$ cat src/rtl/riscv_pkg.sv
// rtl/riscv_pkg.sv - shared RV64 pipeline constants and fetch-stage types
package riscv_pkg;

  localparam int XLEN = 64;
  localparam logic [31:0] NOP_INSTR = 32'h00000013;
  localparam logic [XLEN-1:0] RESET_PC_DEFAULT = '0;

  typedef enum logic {
    SKID_RUN  = 1'b0,
    SKID_HOLD = 1'b1
  } skid_state_e;

endpackage

$ cat src/rtl/fetch_stage_if.sv
// rtl/fetch_stage_if.sv - instruction-memory, control and IF/ID bundle of the fetch stage
interface fetch_stage_if #(
  parameter int XLEN    = 64,
  parameter int IMEM_AW = 10
);

  logic               imem_req;
  logic [IMEM_AW-1:0] imem_addr;
  logic [31:0]        imem_rdata;

  logic               stall;
  logic               redirect_valid;
  logic [XLEN-1:0]    redirect_pc;

  logic               if_id_valid;
  logic [XLEN-1:0]    if_id_pc;
  logic [XLEN-1:0]    if_id_pc_plus4;
  logic [31:0]        if_id_instr;

  modport master (
    output imem_req, imem_addr,
    input  imem_rdata,
    input  stall, redirect_valid, redirect_pc,
    output if_id_valid, if_id_pc, if_id_pc_plus4, if_id_instr
  );

  modport slave (
    input  imem_req, imem_addr,
    output imem_rdata,
    output stall, redirect_valid, redirect_pc,
    input  if_id_valid, if_id_pc, if_id_pc_plus4, if_id_instr
  );

endinterface

$ cat src/rtl/fetch_skid_buffer.sv
// rtl/fetch_skid_buffer.sv - one-entry {pc, instr} store absorbing decode back-pressure
module fetch_skid_buffer
  import riscv_pkg::*;
#(
  parameter int XLEN = 64
) (
  input  logic            clk,
  input  logic            rst_n,
  input  logic            clear_i,
  input  logic            load_i,
  input  logic            drain_i,
  input  logic [XLEN-1:0] pc_i,
  input  logic [31:0]     instr_i,
  output logic            valid_o,
  output logic [XLEN-1:0] pc_o,
  output logic [31:0]     instr_o
);

  skid_state_e     state_q, state_d;
  logic [XLEN-1:0] pc_q;
  logic [31:0]     instr_q;

  always_ff @(posedge clk or negedge rst_n) begin
    if (!rst_n) begin
      state_q <= SKID_RUN;
    end else begin
      state_q <= state_d;
    end
  end

  // A simultaneous drain and load keeps the entry occupied with the new word.
  always_comb begin
    state_d = state_q;
    if (clear_i) begin
      state_d = SKID_RUN;
    end else if (load_i) begin
      state_d = SKID_HOLD;
    end else if (drain_i) begin
      state_d = SKID_RUN;
    end
  end

  always_comb begin
    valid_o = (state_q == SKID_HOLD);
    pc_o    = pc_q;
    instr_o = instr_q;
  end

  always_ff @(posedge clk or negedge rst_n) begin
    if (!rst_n) begin
      pc_q    <= '0;
      instr_q <= NOP_INSTR;
    end else if (load_i && !clear_i) begin
      pc_q    <= pc_i;
      instr_q <= instr_i;
    end
  end

endmodule

$ cat src/rtl/fetch_stage.sv
// rtl/fetch_stage.sv - RV64 instruction fetch: PC, imem requests, redirect and IF/ID register
module fetch_stage
  import riscv_pkg::*;
#(
  parameter int              XLEN     = riscv_pkg::XLEN,
  parameter int              IMEM_AW  = 10,
  parameter logic [XLEN-1:0] RESET_PC = RESET_PC_DEFAULT
) (
  input  logic          clk,
  input  logic          reset,
  fetch_stage_if.master bus
);

  logic [XLEN-1:0] pc_q, pc_d;
  logic [XLEN-1:0] rsp_pc_q, rsp_pc_d;
  logic            rsp_pending_q, rsp_pending_d;

  logic            if_id_valid_q, if_id_valid_d;
  logic [XLEN-1:0] if_id_pc_q, if_id_pc_d;
  logic [XLEN-1:0] if_id_pc_plus4_q, if_id_pc_plus4_d;
  logic [31:0]     if_id_instr_q, if_id_instr_d;

  logic            skid_valid, skid_load, skid_drain, skid_clear;
  logic [XLEN-1:0] skid_pc;
  logic [31:0]     skid_instr;

  logic [XLEN-1:0] fetch_pc;
  logic            if_id_free;
  logic            imem_req;

  assign fetch_pc   = bus.redirect_valid ? (bus.redirect_pc & ~XLEN'(3)) : pc_q;
  assign if_id_free = !bus.stall || !if_id_valid_q;

  // A redirect always issues its target, even when the skid is occupied.
  assign imem_req = reset &&
                    (bus.redirect_valid ||
                     (!skid_valid && !(bus.stall && rsp_pending_q && if_id_valid_q)));

  assign bus.imem_req       = imem_req;
  assign bus.imem_addr      = fetch_pc[IMEM_AW+1:2];
  assign bus.if_id_valid    = if_id_valid_q;
  assign bus.if_id_pc       = if_id_pc_q;
  assign bus.if_id_pc_plus4 = if_id_pc_plus4_q;
  assign bus.if_id_instr    = if_id_instr_q;

  fetch_skid_buffer #(
    .XLEN (XLEN)
  ) u_skid (
    .clk     (clk),
    .rst_n   (reset),
    .clear_i (skid_clear),
    .load_i  (skid_load),
    .drain_i (skid_drain),
    .pc_i    (rsp_pc_q),
    .instr_i (bus.imem_rdata),
    .valid_o (skid_valid),
    .pc_o    (skid_pc),
    .instr_o (skid_instr)
  );

  always_comb begin
    pc_d             = pc_q;
    rsp_pc_d         = rsp_pc_q;
    rsp_pending_d    = 1'b0;
    if_id_valid_d    = if_id_valid_q;
    if_id_pc_d       = if_id_pc_q;
    if_id_pc_plus4_d = if_id_pc_plus4_q;
    if_id_instr_d    = if_id_instr_q;
    skid_load        = 1'b0;
    skid_drain       = 1'b0;
    skid_clear       = 1'b0;

    if (imem_req) begin
      pc_d          = fetch_pc + XLEN'(4);
      rsp_pending_d = 1'b1;
      rsp_pc_d      = fetch_pc;
    end

    if (bus.redirect_valid) begin
      skid_clear    = 1'b1;
      if_id_valid_d = 1'b0;
      if_id_instr_d = NOP_INSTR;
    end else if (rsp_pending_q) begin
      if (if_id_free && skid_valid) begin
        // Older skid word goes first; the fresh response refills the skid.
        if_id_valid_d    = 1'b1;
        if_id_pc_d       = skid_pc;
        if_id_pc_plus4_d = skid_pc + XLEN'(4);
        if_id_instr_d    = skid_instr;
        skid_drain       = 1'b1;
        skid_load        = 1'b1;
      end else if (if_id_free) begin
        if_id_valid_d    = 1'b1;
        if_id_pc_d       = rsp_pc_q;
        if_id_pc_plus4_d = rsp_pc_q + XLEN'(4);
        if_id_instr_d    = bus.imem_rdata;
      end else begin
        skid_load = 1'b1;
      end
    end else if (if_id_free) begin
      if (skid_valid) begin
        if_id_valid_d    = 1'b1;
        if_id_pc_d       = skid_pc;
        if_id_pc_plus4_d = skid_pc + XLEN'(4);
        if_id_instr_d    = skid_instr;
        skid_drain       = 1'b1;
      end else begin
        if_id_valid_d = 1'b0;
        if_id_instr_d = NOP_INSTR;
      end
    end
  end

  always_ff @(posedge clk or negedge reset) begin
    if (!reset) begin
      pc_q             <= RESET_PC;
      rsp_pc_q         <= '0;
      rsp_pending_q    <= 1'b0;
      if_id_valid_q    <= 1'b0;
      if_id_pc_q       <= '0;
      if_id_pc_plus4_q <= '0;
      if_id_instr_q    <= NOP_INSTR;
    end else begin
      pc_q             <= pc_d;
      rsp_pc_q         <= rsp_pc_d;
      rsp_pending_q    <= rsp_pending_d;
      if_id_valid_q    <= if_id_valid_d;
      if_id_pc_q       <= if_id_pc_d;
      if_id_pc_plus4_q <= if_id_pc_plus4_d;
      if_id_instr_q    <= if_id_instr_d;
    end
  end

endmodule

$ cat src/flat_wrapper.sv
// flat-port wrapper written by rule: the top's interface ports become plain ports
module fetch_stage_flat import riscv_pkg::*;
#(
  parameter int              XLEN     = riscv_pkg::XLEN,
  parameter int              IMEM_AW  = 10,
  parameter logic [XLEN-1:0] RESET_PC = RESET_PC_DEFAULT
)
  (clk, reset, bus_imem_req, bus_imem_addr, bus_imem_rdata, bus_stall, bus_redirect_valid, bus_redirect_pc, bus_if_id_valid, bus_if_id_pc, bus_if_id_pc_plus4, bus_if_id_instr);
  fetch_stage_if #(.XLEN(XLEN), .IMEM_AW(IMEM_AW)) bus_i ();
  input  logic clk;
  input  logic reset;
  output wire logic [$bits(bus_i.imem_req)-1:0] bus_imem_req;
  output wire logic [$bits(bus_i.imem_addr)-1:0] bus_imem_addr;
  input wire logic [$bits(bus_i.imem_rdata)-1:0] bus_imem_rdata;
  input wire logic [$bits(bus_i.stall)-1:0] bus_stall;
  input wire logic [$bits(bus_i.redirect_valid)-1:0] bus_redirect_valid;
  input wire logic [$bits(bus_i.redirect_pc)-1:0] bus_redirect_pc;
  output wire logic [$bits(bus_i.if_id_valid)-1:0] bus_if_id_valid;
  output wire logic [$bits(bus_i.if_id_pc)-1:0] bus_if_id_pc;
  output wire logic [$bits(bus_i.if_id_pc_plus4)-1:0] bus_if_id_pc_plus4;
  output wire logic [$bits(bus_i.if_id_instr)-1:0] bus_if_id_instr;
  assign bus_imem_req = bus_i.imem_req;
  assign bus_imem_addr = bus_i.imem_addr;
  assign bus_i.imem_rdata = bus_imem_rdata;
  assign bus_i.stall = bus_stall;
  assign bus_i.redirect_valid = bus_redirect_valid;
  assign bus_i.redirect_pc = bus_redirect_pc;
  assign bus_if_id_valid = bus_i.if_id_valid;
  assign bus_if_id_pc = bus_i.if_id_pc;
  assign bus_if_id_pc_plus4 = bus_i.if_id_pc_plus4;
  assign bus_if_id_instr = bus_i.if_id_instr;
  fetch_stage #(.XLEN(XLEN), .IMEM_AW(IMEM_AW), .RESET_PC(RESET_PC)) u_core (.clk(clk), .reset(reset), .bus(bus_i));
endmodule
$ cat config.mk
export PLATFORM = sky130hd
export DESIGN_NAME = fetch_stage_flat
export DESIGN_NICKNAME = d
export VERILOG_FILES = /design/src/rtl/riscv_pkg.sv /design/src/rtl/fetch_stage_if.sv /design/src/rtl/fetch_skid_buffer.sv /design/src/rtl/fetch_stage.sv /design/src/flat_wrapper.sv
export SDC_FILE = /design/constraint.sdc
export NUM_CORES = 1
export LEC_CHECK = 0
export ABC_AREA = 1
export CELL_PAD_IN_SITES_DETAIL_PLACEMENT = 2
export CELL_PAD_IN_SITES_GLOBAL_PLACEMENT = 2
export CORE_ASPECT_RATIO = 0.6
export CORE_MARGIN = 8
export CORE_UTILIZATION = 34
export DETAILED_ROUTE_END_ITERATION = 7
export GPL_TIMING_DRIVEN = 0
export PLACE_DENSITY = 0.94
export SLEW_MARGIN = 30
export SYNTH_ARGS = -nofsm -noshare
export SYNTH_HDL_FRONTEND = slang
export SYNTH_SLANG_ARGS = --single-unit
$ cat constraint.sdc
create_clock -name clk -period 4.2 [get_ports clk]
set_input_delay 0.84 -clock clk [delete_from_list [all_inputs] [get_ports clk]]
set_output_delay 0.84 -clock clk [all_outputs]
set_load 0.02 [all_outputs]
Word level (Yosys, flattened, before mapping) --
Index checks and enable logic that the tools add are counted.
Operators by class: $add $sub $neg 3, mux-type cells 36, bitwise operators 1, reductions and logical operators 21
Operator list (count):
- 64-bit two-way mux | 11
- 64-bit by 3-bit adder with 64-bit output (second input constant) | 3
- 32-bit two-way mux | 6
- 1-bit two-way mux | 19
- 3-bit nonzero test | 3
- 1-bit logical AND | 6
- 2-bit nonzero test | 3
- 1-bit logical NOT | 5
- 4-bit AND reduction | 1
- 1-bit logical OR | 2
- 2-bit AND reduction | 1
- 1-bit inverter | 1
Word-level totals: register bits 387, bits of input ports 100, output and inout bits 172, logic and storage cells 71

Depth between registers and ports, before layout --
depth in word-level cells 9, depth in mapped cells 16, mapped depth without buffers 14

By module --
A second synthesis with hierarchy kept.
Second synthesis, totals: cells, all modules 3679, area total of the unflattened synthesis 24100.6 µm²
By module, submodules not included:
- fetch_stage | instances 1, cells an instance 3258, area each 20251.9 µm², sequential area each 7110.6 µm²
- fetch_skid_buffer | instances 1, cells an instance 421, area each 3848.7 µm², sequential area each 2431.1 µm²

Least setup slack after synthesis --
No wires, ideal clock.
path kind input port to output port, from input port bus_stall, to output port bus_imem_req, data arrival time 1.858 ns, data required time 3.360 ns, setup slack 1.502 ns, stages on the path 7, buffers on the path 2, cells stage by stage nand2_1 > nand2_1 > nand3_1 > nand2_1 > inv_1 > buf_2 > buf_2
On the way: word-level cells in the longest chain between the ends 6
RTL lines:
- from (decl) | line flat_wrapper.sv:15 | input wire logic [$bits(bus_i.stall)-1:0] bus_stall;
- 1-bit logical AND (2 in series) | line fetch_stage.sv:37 | (!skid_valid && !(bus.stall && rsp_pending_q && if_id_valid_q)));
- 1-bit logical NOT | line fetch_stage.sv:37
- 1-bit logical AND | line fetch_stage.sv:37
- 1-bit logical OR | line fetch_stage.sv:36 | (bus.redirect_valid ||
- 1-bit logical AND | line fetch_stage.sv:35 | assign imem_req = reset &&
- to (decl) | line flat_wrapper.sv:12 | output wire logic [$bits(bus_i.imem_req)-1:0] bus_imem_req;
No other way between the ends.

Worst setup path in the final report --
from input port reset, to output port bus_imem_req
On the way: word-level cells in the longest chain between the ends 1
RTL lines:
- from (decl) | line flat_wrapper.sv:11 | input logic reset;
- 1-bit logical AND | line fetch_stage.sv:35
No other way between the ends.

==> flow_summary.ini <==
[outcome]
status = complete, no violations

[sta]
post-route-period-util_pct = 96.6
slew_viol_final = 0
fin_skew_ns = 0.0344
hold_viol = 0
setup_viol = 0
fin_crit_ns = 4.06
final.setup.tns_ns = 0
tightest_slew_ns = 1.19
slew_headroom_pct = 20.1
rsz0062_at_grt = no
max_freq_mhz = 246

[grt]
grt_max_degree = 85
first_global_vias = 30540
grt_util_all_layers_pct = 37.0
grt_overflow = 0
antenna_found_initial = 7
grt_pass1_wl_um = 213000

[worst_setup_path]
path_class = input port to output pin
end_kind = output pin
cp_max_fo = 44
arrival_ns = 3.22
start_kind = input port
r2r_cells = 10
worstPathRequired_ns = 3.36

[route]
drcViolationCount = 0
num_vias = 28740
drt_pass1_iterations = 6
drt_iter0_drc = 3555
wl_per_cell_um = 31.6
vias_per_cell = 6.09
antenna_left = 0
routed_wl_um = 149000

[synth]
synth_edf_count = 0
ys_ff_latch = 377
syn_area_mm2 = 0.0230
seq_area_frac_synth_pct = 41.0
synth.top_cell.area_share_pct = 40.3
syn_avg_cell_area_um2 = 6.67
syn_inst = 3454
ys.warnings.count = 0
post_synth_num_cell_types = 47
ys_top_cells_by_area = dfrtp_1, nand2_1, nor2_1
async_flop_share_pct = 100
yosysTopAreaCell = dfrtp_1
ys.flop_type = dfrtp_1

[finish]
final_cell_mix = nand2_1, nor2_1, dfrtp_1
design_area_mm2 = 0.0286
n_antenna_cell = 0
synthToLayoutAreaGrowth_pct = 24.2
sequential_cell_area_mm2 = 0.00944
multi_input_area_mm2 = 0.0115
mostFrequentLayoutCell = nand2_1
layout.nets = 3878
drive_gt1_share_pct = 6.93
n_fill_cell = 8030

[place]
dp_hpwl_um = 110000
gp_congestion = 1.04
io_buffer_count = 265
dpl_cell_area_mm2 = 0.0270

[clock_tree]
root_buffer = clkbuf_16
htree_levels = 2
numCtsBuffers = 42
clock_path_buffers = 3
cts_tree = yes
cts_setup_buffers = 0
cts_sinks = 377
clkTransAtPathRegs_ns = 0.07
insertion_delay_ns = 0.62

[die]
io_pins = 272
coreArea_mm2 = 0.0675
die_area_mm2 = 0.0766
die_height_um = 218
die_w_um = 352
initial_core_util_pct = 34.1
num_rows = 74

[power]
p_per_area_mw_per_mm2 = 504
leakagePower_uw = 0.0133
peakVddDrop_uv = 271

[job]
drv_cap = 0

[hold_path]
holdCritPathClass = input port to asynchronous set/reset pin
-- layout make-up --
cell class,instances,share of cell area [%]
buffer,144,2.66
inverter,378,4.96
multi-input combinational,2558,40.1
tap,912,3.99
sequential,377,33.0
clock inverter,21,1.07
clock buffer,56,4.14
timing repair buffer,274,10.1
-- metal layers --
metal / wire length [µm] / GRT usage, %
met3: 19400 / 14.2
met1: 61500 / 49.3
met2: 61500 / 54.1
met4: 6370 / 14.4
met5: 110 / 0
-- critical path, stage by stage --
cell and delay (ns):
buf_16 0.23, buf_16 0.25, buf_16 0.26, inv_1 0.10, a21oi_1 0.23, nand2_4 0.20
inv_1 0.17, buf_4 0.22, buf_6 0.24, clkdlybuf4s15_1 0.35
-- per-stage QoR --
stage / utilization [%] / setup WS, ns / total power (µW) / hold WS [ns] / instances
final: 42.4 / 0.143 / 14400 / 0.0875 / 4720
after global placement: 39.8 / -15.39 / 9420 / 0.459 / 4634
after global routing: 42.4 / 0.0337 / 14800 / 0.103 / 4720
after floorplan: - / 1.50 / 7310 / 0.444 / 3457
after CTS: 42.3 / 0.0513 / 14200 / 0.0978 / 4718
after detailed placement: 40.0 / -1.04 / 9740 / 0.471 / 4639
-- power breakdown --
part,switching [µW],internal (µW)
Clock,1890,2430
Sequential,1150,4460
Combinational,2980,1500
Total,6020,8390
-- cells in the mapped netlist, types with 5 or more instances --
master     count
o211ai_1      77
o2111ai_1     14
nor2_1       472
clkbuf_1      54
xor2_1        13
nor2_2        28
o21ai_1       15
o21bai_1       5
a31oi_1        5
o31ai_1       11
buf_4         17
nand2_1     1193
a21oi_1       65
buf_6          9
dfstp_2        6
nand2_2       16
and2_1         7
nand4_1       61
nand3_1      240
buf_2         61
o21a_1        10
nor3_1        27
inv_1        367
o221ai_1       9
inv_2          9
or2_2          8
o21ai_0      240
nor2_4         9
dfrtp_1      371
-- logic make-up (layout without fill, tap and decap cells) --
group,after synthesis,in the layout,share of synthesized area (%)
compound gates,463,463,11.7
xor+xnor,15,15,0.570
fa+ha+maj,3,3,0.163
buf+inv,522,873,9.41
flops,377,377,41.0
mux,2,2,0.0978
other cells,1,4,0.0163
simple gates,2071,2071,37.0
-- path summary, 6_finish.rpt --
check | slack, ns | startpoint | endpoint
worst max register to register | 0.39 | u_core.rsp_pc_q[3] | u_core.bus.if_id_pc_plus4[58]
max in group asynchronous | 2.67 | reset | u_core.bus.if_id_pc_plus4[58]
worst max-delay path | 0.14 | reset | bus_imem_req
worst min register to register | 0.48 | u_core.bus.if_id_pc_plus4[58] | u_core.bus.if_id_pc_plus4[58]
worst min-delay path | 0.09 | reset | u_core.pc_q[8]
min in group clk | 0.48 | u_core.bus.if_id_pc_plus4[58] | u_core.bus.if_id_pc_plus4[58]
-- state kept, by name (all words and copies together), names as in the netlist --
register,count
u_core.rsp_pending_q,1
u_core.u_skid.instr_o,32
u_core.u_skid.pc_o,62
u_core.bus.if_id_valid,1
u_core.u_skid.valid_o,1
u_core.bus.if_id_pc_plus4,62
u_core.pc_q,62
u_core.bus.if_id_instr,32
u_core.bus.if_id_pc,62
u_core.rsp_pc_q,62
-- timing repair --
item | 4_1_cts | 5_1_grt
hold buffers | 0 | 0
cloned | 2 | 0
setup endpoints to repair | 1 | 1
pin swaps | 0 | 0
resized for setup | 8 | 2
endpoints found under the hold margin | 0 | 0
Note: power is estimated with default switching activity, not from simulation.
